<file path="config.mk">
export PLATFORM = sky130hd
export DESIGN_NAME = crc32_byte_serializer
export DESIGN_NICKNAME = d
export VERILOG_FILES = /design/src/rtl/crc32_pkg.sv /design/src/rtl/crc32_byte_serializer_byte_holdbuf.sv /design/src/rtl/crc32_byte_serializer.sv
export SDC_FILE = /design/constraint.sdc
export NUM_CORES = 1
export LEC_CHECK = 0
export BUFFER_PORTS_ARGS = -buffer_cell sky130_fd_sc_hd__buf_4
export CELL_PAD_IN_SITES_DETAIL_PLACEMENT = 1
export CELL_PAD_IN_SITES_GLOBAL_PLACEMENT = 2
export CORE_MARGIN = 1
export CORE_UTILIZATION = 38
export DETAILED_ROUTE_END_ITERATION = 10
export MAX_ROUTING_LAYER = met4
export PLACE_DENSITY = 0.85
export REMOVE_ABC_BUFFERS = 1
export SYNTH_ARGS = -nofsm -noshare
export SYNTH_HDL_FRONTEND = slang
export SYNTH_SLANG_ARGS = --single-unit
</file>
<file path="constraint.sdc">
create_clock -name clk -period 2.3 [get_ports clk]
set_input_delay 0.23 -clock clk [delete_from_list [all_inputs] [get_ports clk]]
set_output_delay 0.23 -clock clk [all_outputs]
set_load 0.01 [all_outputs]
</file>
<file path="src/rtl/crc32_pkg.sv">
// Shared definitions for the serial CRC-32 path: serializer FSM states, drain
// length and the generator polynomial with a one-bit update step.
package crc32_pkg;

    typedef enum logic [2:0] {
        S_IDLE,
        S_LOAD,
        S_SHIFT,
        S_FINISH,
        S_DRAIN,
        S_DISCARD
    } state_t;

    localparam int          CRC_W      = 32;
    localparam logic [31:0] CRC32_POLY = 32'h04C11DB7;

    // MSB-first single-bit CRC-32 update, same bit order the serializer emits.
    function automatic logic [31:0] crc32_next(input logic [31:0] crc, input logic b);
        return {crc[30:0], 1'b0} ^ ((crc[31] ^ b) ? CRC32_POLY : 32'h0);
    endfunction

endpackage

</file>
<file path="src/rtl/crc32_byte_serializer_byte_holdbuf.sv">
// One-entry byte hold register with valid/last flags; push/pop interface and a
// flush used when a frame is aborted.
module byte_holdbuf #(
    parameter int DATA_W = 8
) (
    input  logic              clk,
    input  logic              rst,
    input  logic              i_push,
    input  logic [DATA_W-1:0] i_data,
    input  logic              i_last,
    input  logic              i_pop,
    input  logic              i_flush,
    output logic              o_valid,
    output logic [DATA_W-1:0] o_data,
    output logic              o_last
);
    import crc32_pkg::*;

    logic              r_valid;
    logic [DATA_W-1:0] r_data;
    logic              r_last;

    // Flush beats a same-cycle push: a byte arriving on the abort edge is dropped.
    always_ff @(posedge clk or posedge rst) begin
        if (rst) begin
            r_valid <= 1'b0;
            r_data  <= '0;
            r_last  <= 1'b0;
        end else if (i_flush) begin
            r_valid <= 1'b0;
        end else if (i_push) begin
            r_valid <= 1'b1;
            r_data  <= i_data;
            r_last  <= i_last;
        end else if (i_pop) begin
            r_valid <= 1'b0;
        end
    end

    assign o_valid = r_valid;
    assign o_data  = r_data;
    assign o_last  = r_last;

endmodule

</file>
<file path="src/rtl/crc32_byte_serializer.sv">
// Byte-to-bit serializer feeding the serial CRC-32 generator: load pulse,
// gap-free MSB-first bitstream, d_finish pulse, then a CRC_W-cycle drain.
module crc32_byte_serializer #(
    parameter int DATA_W = 8,
    parameter int CRC_W  = crc32_pkg::CRC_W
) (
    input  logic              clk,
    input  logic              rst,
    input  logic [DATA_W-1:0] s_data,
    input  logic              s_valid,
    input  logic              s_last,
    output logic              s_ready,
    output logic              load,
    output logic              crc_in,
    output logic              d_finish,
    output logic              busy,
    output logic              underrun
);
    import crc32_pkg::*;

    localparam int BCW = (DATA_W > 1) ? $clog2(DATA_W) : 1;
    localparam int DCW = (CRC_W > 1) ? $clog2(CRC_W) : 1;

    state_t            r_state;
    logic [DATA_W-1:0] r_sr;
    logic              r_sr_last;
    logic [BCW-1:0]    r_bcnt;
    logic [DCW-1:0]    r_dcnt;
    logic              r_last_taken;
    logic              r_load;
    logic              r_crc_in;
    logic              r_d_finish;
    logic              r_underrun;

    logic              w_ready;
    logic              w_xfer;
    logic              w_push;
    logic              w_pop;
    logic              w_flush;
    logic              w_bit_last;
    logic              w_hold_valid;
    logic              w_hold_last;
    logic [DATA_W-1:0] w_hold_data;

    always_comb begin
        w_ready = 1'b0;
        if (!rst) begin
            unique case (r_state)
                S_IDLE, S_DISCARD: w_ready = 1'b1;
                S_LOAD, S_SHIFT:   w_ready = !w_hold_valid && !r_last_taken;
                default:           w_ready = 1'b0;
            endcase
        end
    end

    assign w_xfer     = s_valid && w_ready;
    assign w_bit_last = (r_bcnt == BCW'(DATA_W - 1));
    assign w_push     = w_xfer && (r_state != S_DISCARD);
    assign w_pop      = (r_state == S_LOAD) ||
                        ((r_state == S_SHIFT) && w_bit_last && !r_sr_last && w_hold_valid);
    assign w_flush    = (r_state == S_SHIFT) && w_bit_last && !r_sr_last && !w_hold_valid;

    byte_holdbuf #(
        .DATA_W(DATA_W)
    ) u_hold (
        .clk    (clk),
        .rst    (rst),
        .i_push (w_push),
        .i_data (s_data),
        .i_last (s_last),
        .i_pop  (w_pop),
        .i_flush(w_flush),
        .o_valid(w_hold_valid),
        .o_data (w_hold_data),
        .o_last (w_hold_last)
    );

    // crc_in is registered from the bit that will sit at sr's MSB after the edge,
    // so the first bit appears the cycle right after load.
    always_ff @(posedge clk or posedge rst) begin
        if (rst) begin
            r_state      <= S_IDLE;
            r_sr         <= '0;
            r_sr_last    <= 1'b0;
            r_bcnt       <= '0;
            r_dcnt       <= '0;
            r_last_taken <= 1'b0;
            r_load       <= 1'b0;
            r_crc_in     <= 1'b0;
            r_d_finish   <= 1'b0;
            r_underrun   <= 1'b0;
        end else begin
            r_load     <= 1'b0;
            r_crc_in   <= 1'b0;
            r_d_finish <= 1'b0;
            r_underrun <= 1'b0;
            if (w_xfer && s_last && (r_state != S_DISCARD)) begin
                r_last_taken <= 1'b1;
            end
            unique case (r_state)
                S_IDLE: begin
                    if (w_xfer) begin
                        r_state <= S_LOAD;
                        r_load  <= 1'b1;
                    end
                end
                S_LOAD: begin
                    r_sr      <= w_hold_data;
                    r_sr_last <= w_hold_last;
                    r_bcnt    <= '0;
                    r_crc_in  <= w_hold_data[DATA_W-1];
                    r_state   <= S_SHIFT;
                end
                S_SHIFT: begin
                    if (!w_bit_last) begin
                        r_sr     <= r_sr << 1;
                        r_bcnt   <= r_bcnt + 1'b1;
                        r_crc_in <= r_sr[DATA_W-2];
                    end else if (r_sr_last) begin
                        r_state    <= S_FINISH;
                        r_d_finish <= 1'b1;
                    end else if (w_hold_valid) begin
                        r_sr      <= w_hold_data;
                        r_sr_last <= w_hold_last;
                        r_bcnt    <= '0;
                        r_crc_in  <= w_hold_data[DATA_W-1];
                    end else begin
                        // A late last byte on this very edge already ends the frame.
                        r_underrun   <= 1'b1;
                        r_last_taken <= 1'b0;
                        r_state      <= (r_last_taken || (w_xfer && s_last)) ? S_IDLE : S_DISCARD;
                    end
                end
                S_FINISH: begin
                    r_dcnt  <= '0;
                    r_state <= S_DRAIN;
                end
                S_DRAIN: begin
                    if (r_dcnt == DCW'(CRC_W - 1)) begin
                        r_state      <= S_IDLE;
                        r_last_taken <= 1'b0;
                    end else begin
                        r_dcnt <= r_dcnt + 1'b1;
                    end
                end
                S_DISCARD: begin
                    if (w_xfer && s_last) begin
                        r_state <= S_IDLE;
                    end
                end
                default: r_state <= S_IDLE;
            endcase
        end
    end

    assign s_ready  = w_ready;
    assign load     = r_load;
    assign crc_in   = r_crc_in;
    assign d_finish = r_d_finish;
    assign underrun = r_underrun;
    assign busy     = (r_state != S_IDLE) && (r_state != S_DISCARD);

endmodule
</file>
==> reports/qor_table.md, run 1 <==
| Result | This run | Unit |
|---|---|---|
| Run status | finished, final reports clean | - |
| Via density | 5.25 | - |
| Post-synthesis sequential element count | 34 | - |
| CP Launch Type | flip-flop | - |
| Antenna Nets Post-Route | 0 | - |
| Reported leakage power | 0.926 | nW |
| Number of synthesized flops with an enable pin | 0 | - |
| Slew HR | 70.7 | % |
| Final max-slew violation count | 0 | - |
| Switching part of the total | 33.1 | % |
| Async set or reset register ratio after synthesis | 100 | % |
| Simple-gate share of the synthesized area | 15.4 | % |
| Cells after Synth | 148 | - |
| Number of buffers on the longest clock path | 2 | - |
| DP Worst Slack | 0.192 | ns |
| Clock tree from TritonCTS | built | - |
| Critical Path AT | 2.32 | ns |
| Core area | 4090 | sq um |
| Power density of the placed cells | 1310 | nW/um^2 |
| Final WS setup | 0.153 | ns |
| Number of buffers inserted by hold repair at cts | 0 | - |
| Compound-Gate Fraction of Synth Area | 8.80 | % |
| Yosys top cell area share | 51.2 | % |
| Final Wtd Congestion | 0.837 | - |
| Width of the chip | 68.2 | um |
| Total design power | 2.63 | mW |
| Insertion delay of the later-clocked pin in the worst-skew pair | 0.29 | ns |
| Starting density of the core | 40.7 | % |
| Share of the synthesized netlist area taken by xor and xnor gates | 0 | % |
| Total track usage | 18.8 | % |
| Top cells by area in the synthesized netlist | dfrtp_1 (51%), mux2_2 (16%), ha_1 (3.0%) | - |
| Switching pwr | 0.870 | mW |
| Maximum achievable frequency | 0.466 | GHz |
| CP Data Required Time | 2.47 | ns |
| Dominant combinational cell family by area after synthesis | multiplexers | - |
| Clock power frac | 21.5 | % |
| Adder and majority gate portion of the synthesized area | 4.29 | % |
| Pin count of the biggest net entering global routing | 35 | - |
| Post-detailed-route wirelength per cell | 16.0 | um |
| Most used cells in the layout excluding fill and tap cells | dfrtp_1 (34), buf_4 (26), mux2_2 (23) | - |
| Final Critical Period | 2.15 | ns |
| Share of the clock period used by the worst path after layout | 93.3 | % |
| Post-CTS Repair Setup Buffers | 0 | - |
| Fraction of layout cells with a size suffix above 1 | 35.2 | % |
| Main flop type after synthesis | dfrtp_1 | - |
| Share of cell area taken by muxes after synthesis | 16.8 | % |
| Aggregate routed wire length | 3620 | um |
| CP Max Fanout | 10 | - |
| Type of the worst setup path | reg -> reg | - |
| Power share of the combinational group | 40.7 | % |
| Hold Fails Final Rpt | 0 | - |
| CTS sink count | 34 | - |
| Vias after detailed routing | 1187 | - |
| Iter 0 DRT Violations | 20 | - |
| Number of DRC violations after detailed routing | 0 | - |
| # IOs | 18 | - |
| Max H-tree Level | 2 | - |
| Yosys warns | 0 | - |
| Worst-margin pin slew | 0.440 | ns |
| CTS buffer count | 5 | - |
| Clk root buf | clkbuf_8 | - |
| Clock transition time at the flip-flop clock pins of the worst setup and hold paths | 0.07 | ns |
| Final-report setup violation count | 0 | - |
| Sequential Power Share | 37.8 | % |
| Number of detailed-route iterations in the first pass | 4 | - |
| Area occupied by multi-input gates | 753 | sq um |
| Fraction of the yosys area taken by sequential cells | 51.2 | % |
| Post-detail-place hpwl | 2610 | um |
| Count of nets after finishing | 192 | - |
| Setup clock skew after layout | 0.00426 | ns |
| Row cnt | 23 | - |
| Distinct cell type count after synthesis | 36 | - |
| Setup repair after global routing missed its margin | false | - |
| Number of antenna violations at the first check in global routing | 0 | - |
| Die area | 4640 | sq um |
| VDD IR max | 0.570 | mV |
| Post-synthesis to final-layout area growth | 20.5 | % |
| Type of destination of the critical path | flip-flop | - |
| Antenna diode count | 0 | - |
| Min-delay worst type | in -> async | - |
| Post-synth top area cell | dfrtp_1 | - |
| Via count of the first global-routing pass | 1294 | - |
| Internal portion of total power | 1.76 | mW |
| Filler cell count | 450 | - |
| Total of buffers placed on input and output ports | 17 | - |
| # resized after CTS | 0 | - |
| Post-synthesis average cell area | 11.2 | sq um |
| Fin Setup TNS | 0 | ns |
| Leading cell type in the layout, fill and taps excluded | dfrtp_1 | - |
| Wire length of the first global-routing pass | 6110 | um |
| Die Y-Extent | 68.2 | um |
| Number of max-capacitance violations reported | 0 | - |
| Combined area of all synthesized cells | 1660 | sq um |
| Overflow left after global routing | 0 | - |
| Sequential cell area | 851 | sq um |
## power groups by stage
stage / sequential, mW / combinational (mW) / clock, mW
floorplan: 0.982 / 0.741 / 0
global placement: 0.989 / 1.03 / 0
detailed placement: 1.01 / 1.08 / 0
CTS: 0.997 / 1.09 / 0.585
global route: 1.03 / 1.20 / 0.604
finish: 0.995 / 1.07 / 0.566
## registers in the layout, indices dropped and copies added, names as in the netlist
name,flops
u_hold.o_data,8
underrun,1
r_sr,7
r_bcnt,3
crc_in,1
r_sr_last,1
r_last_taken,1
u_hold.o_last,1
d_finish,1
u_hold.o_valid,1
r_state,3
load,1
r_dcnt,5
## worst paths after layout
check	slack, ns	to	cells past startpoint	start
setup / recovery	0.15	u_hold.o_data[1]	7	r_bcnt[0]
hold / removal	0.05	load	3	rst
setup reg to reg	0.15	u_hold.o_data[1]	7	r_bcnt[0]
hold reg to reg	0.50	crc_in	1	u_hold.o_data[7]
max in group asynchronous	1.92	u_hold.o_last	3	rst
min in group clk	0.17	u_hold.o_data[6]	2	s_data[6]
## worst max-delay path, stage by stage (launching register included)
cell,delay (ns)
dfrtp_1,0.37
ha_1,0.16
ha_1,0.17
or3b_2,0.46
nor2_1,0.32
nor4_4,0.08
buf_4,0.19
mux2_2,0.28
## per-layer routing
metal / up-vias / GRT usage (%) / wire length (um)
li1: 580 / - / -
met1: 594 / 23.4 / 1650
met2: 11 / 30.3 / 1860
met3: 2 / 4.00 / 75
met4: 0 / 6.25 / 35
met5: - / - / 0
## metrics by stage
| stage | utilization [%] | hold slack, ns | std cells | cell area [sq um] |
|---|---|---|---|---|
| after floorplan | - | 0.372 | 143 | 1630 |
| after global placement | 46.3 | 0.367 | 219 | 1890 |
| after detailed placement | 46.3 | 0.384 | 219 | 1890 |
| after CTS | 49.1 | 0.0655 | 226 | 2000 |
| after global routing | 49.1 | 0.0904 | 226 | 2000 |
| final | 49.1 | 0.0511 | 226 | 2000 |
## cells in the mapped netlist, types with 3 or more instances
cell and count:
nor3_1 8, nor2_1 8, nand2_1 8, inv_1 8, nand2b_1 4, nand3_1 3
o21ai_0 6, dfrtp_1 34, ha_1 4, mux2_2 23, a21oi_1 9
## logic make-up after synthesis
kind of cell | count (synthesis)
AOI/OAI and AO/OA | 24
adders and majority gates | 6
buffers and inverters | 13
DFF | 34
and+or+nand+nor | 46
muxes | 25
## final cells by class
class	count	share of cell area, %
Inverter	8	1.50
Clock buffer	6	4.12
Sequential cell	34	42.4
Tap cell	50	3.12
Clock inverter	1	1.50
Timing Repair Buffer	26	9.74
Multi-Input combinational cell	101	37.6
Note: power is estimated with default switching activity, not from simulation.
==> inputs of run 2 (changes only) <==
Settings changed: CORE_UTILIZATION 38 to 40, CTS_BUF_LIST set to sky130_fd_sc_hd__clkbuf_4, PLACE_DENSITY 0.85 to 0.88.
==> run 2 against run 1 <==
Combinational power grew 7%. Power shrank 3.6%. Via count grew 4.5%. Final area shrank 0.44%. Setup slack gained 0.041 ns. Sequential share of layout area grew 0.19 points. Global-route usage grew 1.7 points.
==> reports/qor_table.md, run 2 (same netlist as run 1, synthesis figures left out) <==
| Result | This run | Unit | Change |
|---|---|---|---|
| Run status | finished, final reports clean | - |  |
| Aggregate routed wire length | 3680 | um | +1.8% |
| Setup repair after global routing missed its margin | false | - |  |
| CTS sink count | 34 | - | unchanged |
| Pin count of the biggest net entering global routing | 35 | - | unchanged |
| CP Launch Type | flip-flop | - |  |
| Cells after DPL | 222 | - | +1.4% |
| Wire length of the first global-routing pass | 6270 | um | +2.7% |
| Worst-margin pin slew | 0.429 | ns | -0.0108 ns |
| Fin Setup TNS | 0 | ns | unchanged |
| Hold Fails Final Rpt | 0 | - | unchanged |
| Final-report setup violation count | 0 | - | unchanged |
| Number of antenna violations at the first check in global routing | 0 | - | unchanged |
| Type of the worst setup path | reg -> reg | - |  |
| Standard cell area after detailed placement | 1910 | sq um | +1.2% |
| Total of buffers placed on input and output ports | 17 | - | unchanged |
| Core area | 4000 | sq um | -2.1% |
| Die Y-Extent | 66.5 | um | -2.5% |
| Clock transition time at the flip-flop clock pins of the worst setup and hold paths | 0.11 | ns | +0.04 ns |
| Final Non-Filler Cells | 230 | - | +1.8% |
| Power share of the combinational group | 44.8 | % | +4.1 points |
| Final Critical Period | 2.11 | ns | -0.0408 ns |
| Power density of the placed cells | 1270 | nW/um^2 | -3.2% |
| CP Max Fanout | 10 | - | unchanged |
| Total design power | 2.54 | mW | -3.6% |
| Starting density of the core | 41.6 | % | +0.88 points |
| Via density | 5.39 | - | +2.6% |
| Area of all placed cells without fillers | 2000 | sq um | -0.44% |
| Antenna diode count | 0 | - | unchanged |
| CTS buffer count | 5 | - | unchanged |
| Fraction of layout cells with a size suffix above 1 | 35.6 | % | +0.33 points |
| Number of buffers on the longest clock path | 2 | - | unchanged |
| Min-delay worst type | in -> reg | - |  |
| FF-to-FF setup slack | 0.19 | ns | +0.04 ns |
| Max H-tree Level | 2 | - | unchanged |
| Setup clock skew after layout | 0.0125 | ns | +0.00829 ns |
| VDD IR max | 0.748 | mV | +31% |
| Share of the clock period used by the worst path after layout | 91.6 | % | -1.8 points |
| Critical R2R Capture | u_hold.o_data[5] | - |  |
| Slew HR | 71.4 | % | +0.72 points |
| Vias after detailed routing | 1240 | - | +4.5% |
| Insertion delay of the later-clocked pin in the worst-skew pair | 0.33 | ns | +0.04 ns |
| Clock tree from TritonCTS | built | - |  |
| Die area | 4420 | sq um | -4.9% |
| Type of destination of the critical path | flip-flop | - |  |
| Critical Path AT | 2.32 | ns | about the same |
| Total track usage | 20.5 | % | +1.7 points |
| Antenna Nets Post-Route | 0 | - | unchanged |
| Clk root buf | clkbuf_4 | - |  |
| Final Wtd Congestion | 0.801 | - | -4.3% |
| Post-CTS Repair Setup Buffers | 0 | - | unchanged |
| Row cnt | 23 | - | unchanged |
| Hold Path End | u_hold.o_data[0] | - |  |
| Final hold slack | 0.136 | ns | +0.0845 ns |
| Width of the chip | 66.5 | um | -2.5% |
| Leading cell type in the layout, fill and taps excluded | dfrtp_1 | - |  |
| Count of cells along the worst hold path | 2 | - |  |
| Reported leakage power | 0.927 | nW | about the same |
| Via count of the first global-routing pass | 1320 | - | +2.0% |
| Count of nets after finishing | 196 | - | +2.1% |
| Number of DRC violations after detailed routing | 0 | - | unchanged |
| Switching part of the total | 34.2 | % | +1.2 points |
| Overflow left after global routing | 0 | - | unchanged |
| Maximum achievable frequency | 0.475 | GHz | +1.9% |
| Number of detailed-route iterations in the first pass | 4 | - | unchanged |
| Worst reg-to-reg path cell count | 7 | - | unchanged |
| Final max-slew violation count | 0 | - | unchanged |
| Post-detail-place hpwl | 2820 | um | +8.2% |
| Sequential Power Share | 38.9 | % | +1.1 points |
| Most used cells in the layout excluding fill and tap cells | dfrtp_1 (34), buf_4 (29), mux2_2 (23) | - |  |
| Post-synthesis to final-layout area growth | 20.0 | % |  |
| Filler cell count | 447 | - | -0.67% |
| CP Data Required Time | 2.52 | ns | +0.05 ns |
| Flip-flop count of the largest register, all copies and words added | 8 | - | unchanged |
| Switching pwr | 0.868 | mW | -0.25% |
| Post-detailed-route wirelength per cell | 16.0 | um | about the same |
| Sequential cell area | 851 | sq um | unchanged |
| Number of max-capacitance violations reported | 0 | - | unchanged |
| Area occupied by multi-input gates | 753 | sq um | unchanged |
| Clock power frac | 16.3 | % | -5.2 points |
| Startpoint of the tightest hold check path | s_data[0] | - |  |
| Iter 0 DRT Violations | 49 | - | +150% |
| R2R Path Start | r_bcnt[0] | - |  |
| # IOs | 18 | - | unchanged |
| Internal portion of total power | 1.67 | mW | -5.3% |
run 2: changes by cell type in the layout (fill, tap and decap cells not counted):
cell           delta
clkbuf_8          -6
clkbuf_4          +5
buf_4             +3
clkinv_1          +1
dlygate4sd3_1     +1
run 2: timing repair:
action | CTS | global route
resized for setup | 0 | 0
endpoints found under the hold margin | 10 | 0
hold buffers | 1 | 0
run 2: cell type report:
| type | count | share of cell area, % |
|---|---|---|
| Sequential cell | 34 | 42.6 |
| Multi-Input combinational cell | 101 | 37.7 |
| Timing Repair Buffer | 30 | 11.4 |
| Tap cell | 50 | 3.13 |
| Clock buffer | 5 | 1.88 |
| Clock inverter | 2 | 1.69 |
| Inverter | 8 | 1.50 |
run 2: routing by layer:
metal | share of wire, % | GRT usage, % | vias up
li1 | - | - | 588
met1 | 45 | 25.6 | 626
met2 | 50 | 32.0 | 22
met3 | 3.2 | 4.45 | 4
met4 | 1.7 | 8.78 | 0
met5 | 0 | - | -
run 2: through the flow:
stage          setup slack, ns  util [%]
2_1_floorplan         0.000766         -
3_3_place_gp             0.315      47.9
3_5_place_dp             0.214      47.9
4_1_cts                  0.184      49.9
5_1_grt                  0.107      49.9
6_report                 0.194      49.9
run 2: worst max path at each step:
stage / start / endpoint
2_1_floorplan: r_state[2] / r_sr[0]
5_1_grt: r_bcnt[0] / u_hold.o_data[3]
3_3_place_gp: r_bcnt[0] / u_hold.o_data[7]
4_1_cts: r_bcnt[0] / u_hold.o_data[5]
6_report: r_bcnt[0] / u_hold.o_data[5]
3_5_place_dp: r_bcnt[0] / u_hold.o_data[7]
run 2: power by group through the flow:
stage / sequential, mW / clock, mW / combinational (mW)
detailed placement: 1.01 / 0 / 1.15
finish: 0.988 / 0.414 / 1.14
global placement: 0.978 / 0 / 1.08
floorplan: 0.982 / 0 / 0.741
global route: 1.02 / 0.446 / 1.26
CTS: 0.994 / 0.424 / 1.16
run 2: critical path, stage by stage (launching register included):
cell,delay (ns)
dfrtp_1,0.38
ha_1,0.15
ha_1,0.16
or3b_2,0.47
nor2_1,0.28
nor4_4,0.08
buf_4,0.19
mux2_2,0.28
==> inputs of run 3 (changes only) <==
Settings changed: BUFFER_PORTS_ARGS -buffer_cell sky130_fd_sc_hd__buf_4 to unset, CORE_UTILIZATION 40 to 43, DONT_BUFFER_PORTS set to 1, PLACE_DENSITY 0.88 to 0.87.
==> run 3 against run 2 <==
Critical path type unchanged. Via count fell by 3.7%. Count of clock-buffer cells in the layout did not move. Clock skew fell by 0.0047 ns. Sequential share of layout area rose by 3.5 points. Highest routed layer unchanged. Clock power fell by 22%. Power fell by 7.3%.
==> reports/qor_table.md, run 3 (same netlist as run 1, synthesis figures left out) <==
| Result | This run | Unit | Change |
|---|---|---|---|
| Via density | 5.66 | - | +5.0% |
| Post-synthesis to final-layout area growth | 10.8 | % |  |
| FF-to-FF setup slack | 0.22 | ns | +0.02 ns |
| Setup repair after global routing missed its margin | false | - |  |
| Starting density of the core | 45.1 | % | +3.5 points |
| CP Launch Type | flip-flop | - |  |
| Number of max-capacitance violations reported | 0 | - | unchanged |
| CTS buffer count | 5 | - | unchanged |
| Insertion delay of the later-clocked pin in the worst-skew pair | 0.35 | ns | +0.02 ns |
| CP Data Required Time | 2.54 | ns | +0.02 ns |
| Startpoint of the tightest hold check path | s_data[0] | - |  |
| Total of buffers placed on input and output ports | 0 | - | -17 |
| R2R Path Start | r_bcnt[0] | - |  |
| Aggregate routed wire length | 3570 | um | -3.0% |
| Final max-slew violation count | 0 | - | unchanged |
| Number of detailed-route iterations in the first pass | 4 | - | unchanged |
| Area occupied by multi-input gates | 753 | sq um | unchanged |
| Critical Path AT | 2.32 | ns | about the same |
| DP Worst Slack | 0.215 | ns | +0.00155 ns |
| Final Non-Filler Cells | 211 | - | -8.3% |
| Count of cells along the worst hold path | 1 | - | -1 |
| Slew HR | 68.6 | % | -2.8 points |
| Maximum achievable frequency | 0.480 | GHz | +1.2% |
| Type of the worst setup path | reg -> reg | - |  |
| Most used cells in the layout excluding fill and tap cells | dfrtp_1 (34), mux2_2 (23), buf_4 (10) | - |  |
| Number of antenna violations at the first check in global routing | 0 | - | unchanged |
| # IOs | 18 | - | unchanged |
| Top Usage Layer GRT | met2 | - |  |
| Vias after detailed routing | 1194 | - | -3.7% |
| Post-detail-place hpwl | 2560 | um | -9.3% |
| Iter 0 DRT Violations | 38 | - | -22% |
| Total track usage | 21.7 | % | +1.2 points |
| Die Y-Extent | 64.2 | um | -3.4% |
| Filler cell count | 418 | - | -6.5% |
| Worst-margin pin slew | 0.470 | ns | +0.0416 ns |
| # resized after CTS | 0 | - | unchanged |
| Sequential cell area | 851 | sq um | unchanged |
| Reported leakage power | 0.827 | nW | -11% |
| Pin count of the biggest net entering global routing | 23 | - | -34% |
| Total design power | 2.35 | mW | -7.3% |
| Critical R2R Capture | u_hold.o_data[5] | - |  |
| Power density of the placed cells | 1280 | nW/um^2 | +0.35% |
| CP Max Fanout | 10 | - | unchanged |
| Antenna diode count | 0 | - | unchanged |
| Min-delay worst type | in -> reg | - |  |
| Setup clock skew after layout | 0.00789 | ns | -0.00465 ns |
| Number of DRC violations after detailed routing | 0 | - | unchanged |
| Cells after DPL | 201 | - | -9.5% |
| Hold Fails Final Rpt | 0 | - | unchanged |
| Number of buffers on the longest clock path | 2 | - | unchanged |
| CTS sink count | 34 | - | unchanged |
| Clk root buf | clkbuf_4 | - |  |
| Type of destination of the critical path | flip-flop | - |  |
| Post-CTS Repair Setup Buffers | 0 | - | unchanged |
| Post-detailed-route wirelength per cell | 16.9 | um | +5.7% |
| Flip-flop count of the largest register, all copies and words added | 8 | - | unchanged |
| Max H-tree Level | 2 | - | unchanged |
| Final Wtd Congestion | 0.863 | - | +7.7% |
| Met3 usage | 6.96 | % | +2.5 points |
| Number of buffers inserted by hold repair at cts | 1 | - | unchanged |
| Run status | finished, final reports clean | - |  |
| Leading cell type in the layout, fill and taps excluded | dfrtp_1 | - |  |
| Met2 global-route usage | 34.2 | % | +2.2 points |
| Via count of the first global-routing pass | 1323 | - | +0.23% |
| Wire length of the first global-routing pass | 6260 | um | -0.22% |
| Fraction of layout cells with a size suffix above 1 | 28.2 | % | -7.3 points |
| Width of the chip | 64.2 | um | -3.4% |
| Final WS setup | 0.219 | ns | +0.0248 ns |
| Die area | 4120 | sq um | -6.8% |
| Fin Setup TNS | 0 | ns | unchanged |
| Share of the clock period used by the worst path after layout | 90.5 | % | -1.1 points |
| Critical Path Source | r_bcnt[0] | - |  |
| Final hold slack | 0.0283 | ns | -0.107 ns |
| Clock tree from TritonCTS | built | - |  |
| Overflow left after global routing | 0 | - | unchanged |
| Count of nets after finishing | 178 | - | -9.2% |
| Core area | 3690 | sq um | -7.8% |
| Met1 routing resource usage after global routing | 23.6 | % | -2.1 points |
| VDD IR max | 0.554 | mV | -26% |
| Final-report setup violation count | 0 | - | unchanged |
| Final Critical Period | 2.08 | ns | -0.0248 ns |
| Row cnt | 22 | - | -4.3% |
| Worst reg-to-reg path cell count | 7 | - | unchanged |
| Antenna Nets Post-Route | 0 | - | unchanged |
| Hold Path End | u_hold.o_data[0] | - |  |
| Clock transition time at the flip-flop clock pins of the worst setup and hold paths | 0.11 | ns | about the same |
run 3: cell types whose count changed in the layout (fill, tap and decap cells not counted), sizes merged:
cell,before,now
buf,29,10
bufinv,1,0
clkinv,1,2
clkinvlp,0,1
dlygate4sd3,1,2
run 3: metal layers:
metal	up-vias	routed length (um)	part of all wire [%]
met5	-	0	0
met4	0	123	3.4
met3	12	111	3.1
met2	23	1870	52
met1	606	1470	41
li1	553	-	-
run 3: worst max-delay path: stages (launching register included):
cell	delay (ns)
dfrtp_1	0.38
ha_1	0.16
ha_1	0.16
or3b_2	0.46
nor2_1	0.27
nor4_4	0.07
buf_4	0.18
mux2_2	0.28
run 3: how the worst max path moves through the flow:
stage / end / slack, ns / cells after the start
after floorplan: r_sr[0] / 0.0008 / 4
after global placement: u_hold.o_last / 0.31 / 7
after detailed placement: u_hold.o_data[4] / 0.22 / 7
after CTS: u_hold.o_data[4] / 0.19 / 7
after global routing: u_hold.o_data[5] / 0.08 / 7
final: u_hold.o_data[5] / 0.22 / 7
run 3: area by class of cell:
class / count / share of cell area (%)
clock inverter: 3 / 0.883
timing repair buffer: 12 / 5.16
multi-input combinational: 101 / 40.9
inverter: 8 / 1.63
tap: 48 / 3.26
sequential: 34 / 46.2
clock buffer: 5 / 2.04
run 3: per-stage QoR:
stage | cell area (sq um) | util [%]
2_1_floorplan | 1630 | -
3_3_place_gp | 1770 | 48.0
3_5_place_dp | 1770 | 48.0
4_1_cts | 1830 | 49.7
5_1_grt | 1840 | 50.0
6_report | 1840 | 50.0
run 3: where the power goes:
part	leakage, nW	total (mW)	switching, mW	internal [mW]
clock network	0.0286	0.321	0.208	0.113
logic	0.375	1.03	0.500	0.534
registers	0.424	0.997	0.157	0.840
total	0.827	2.35	0.865	1.49
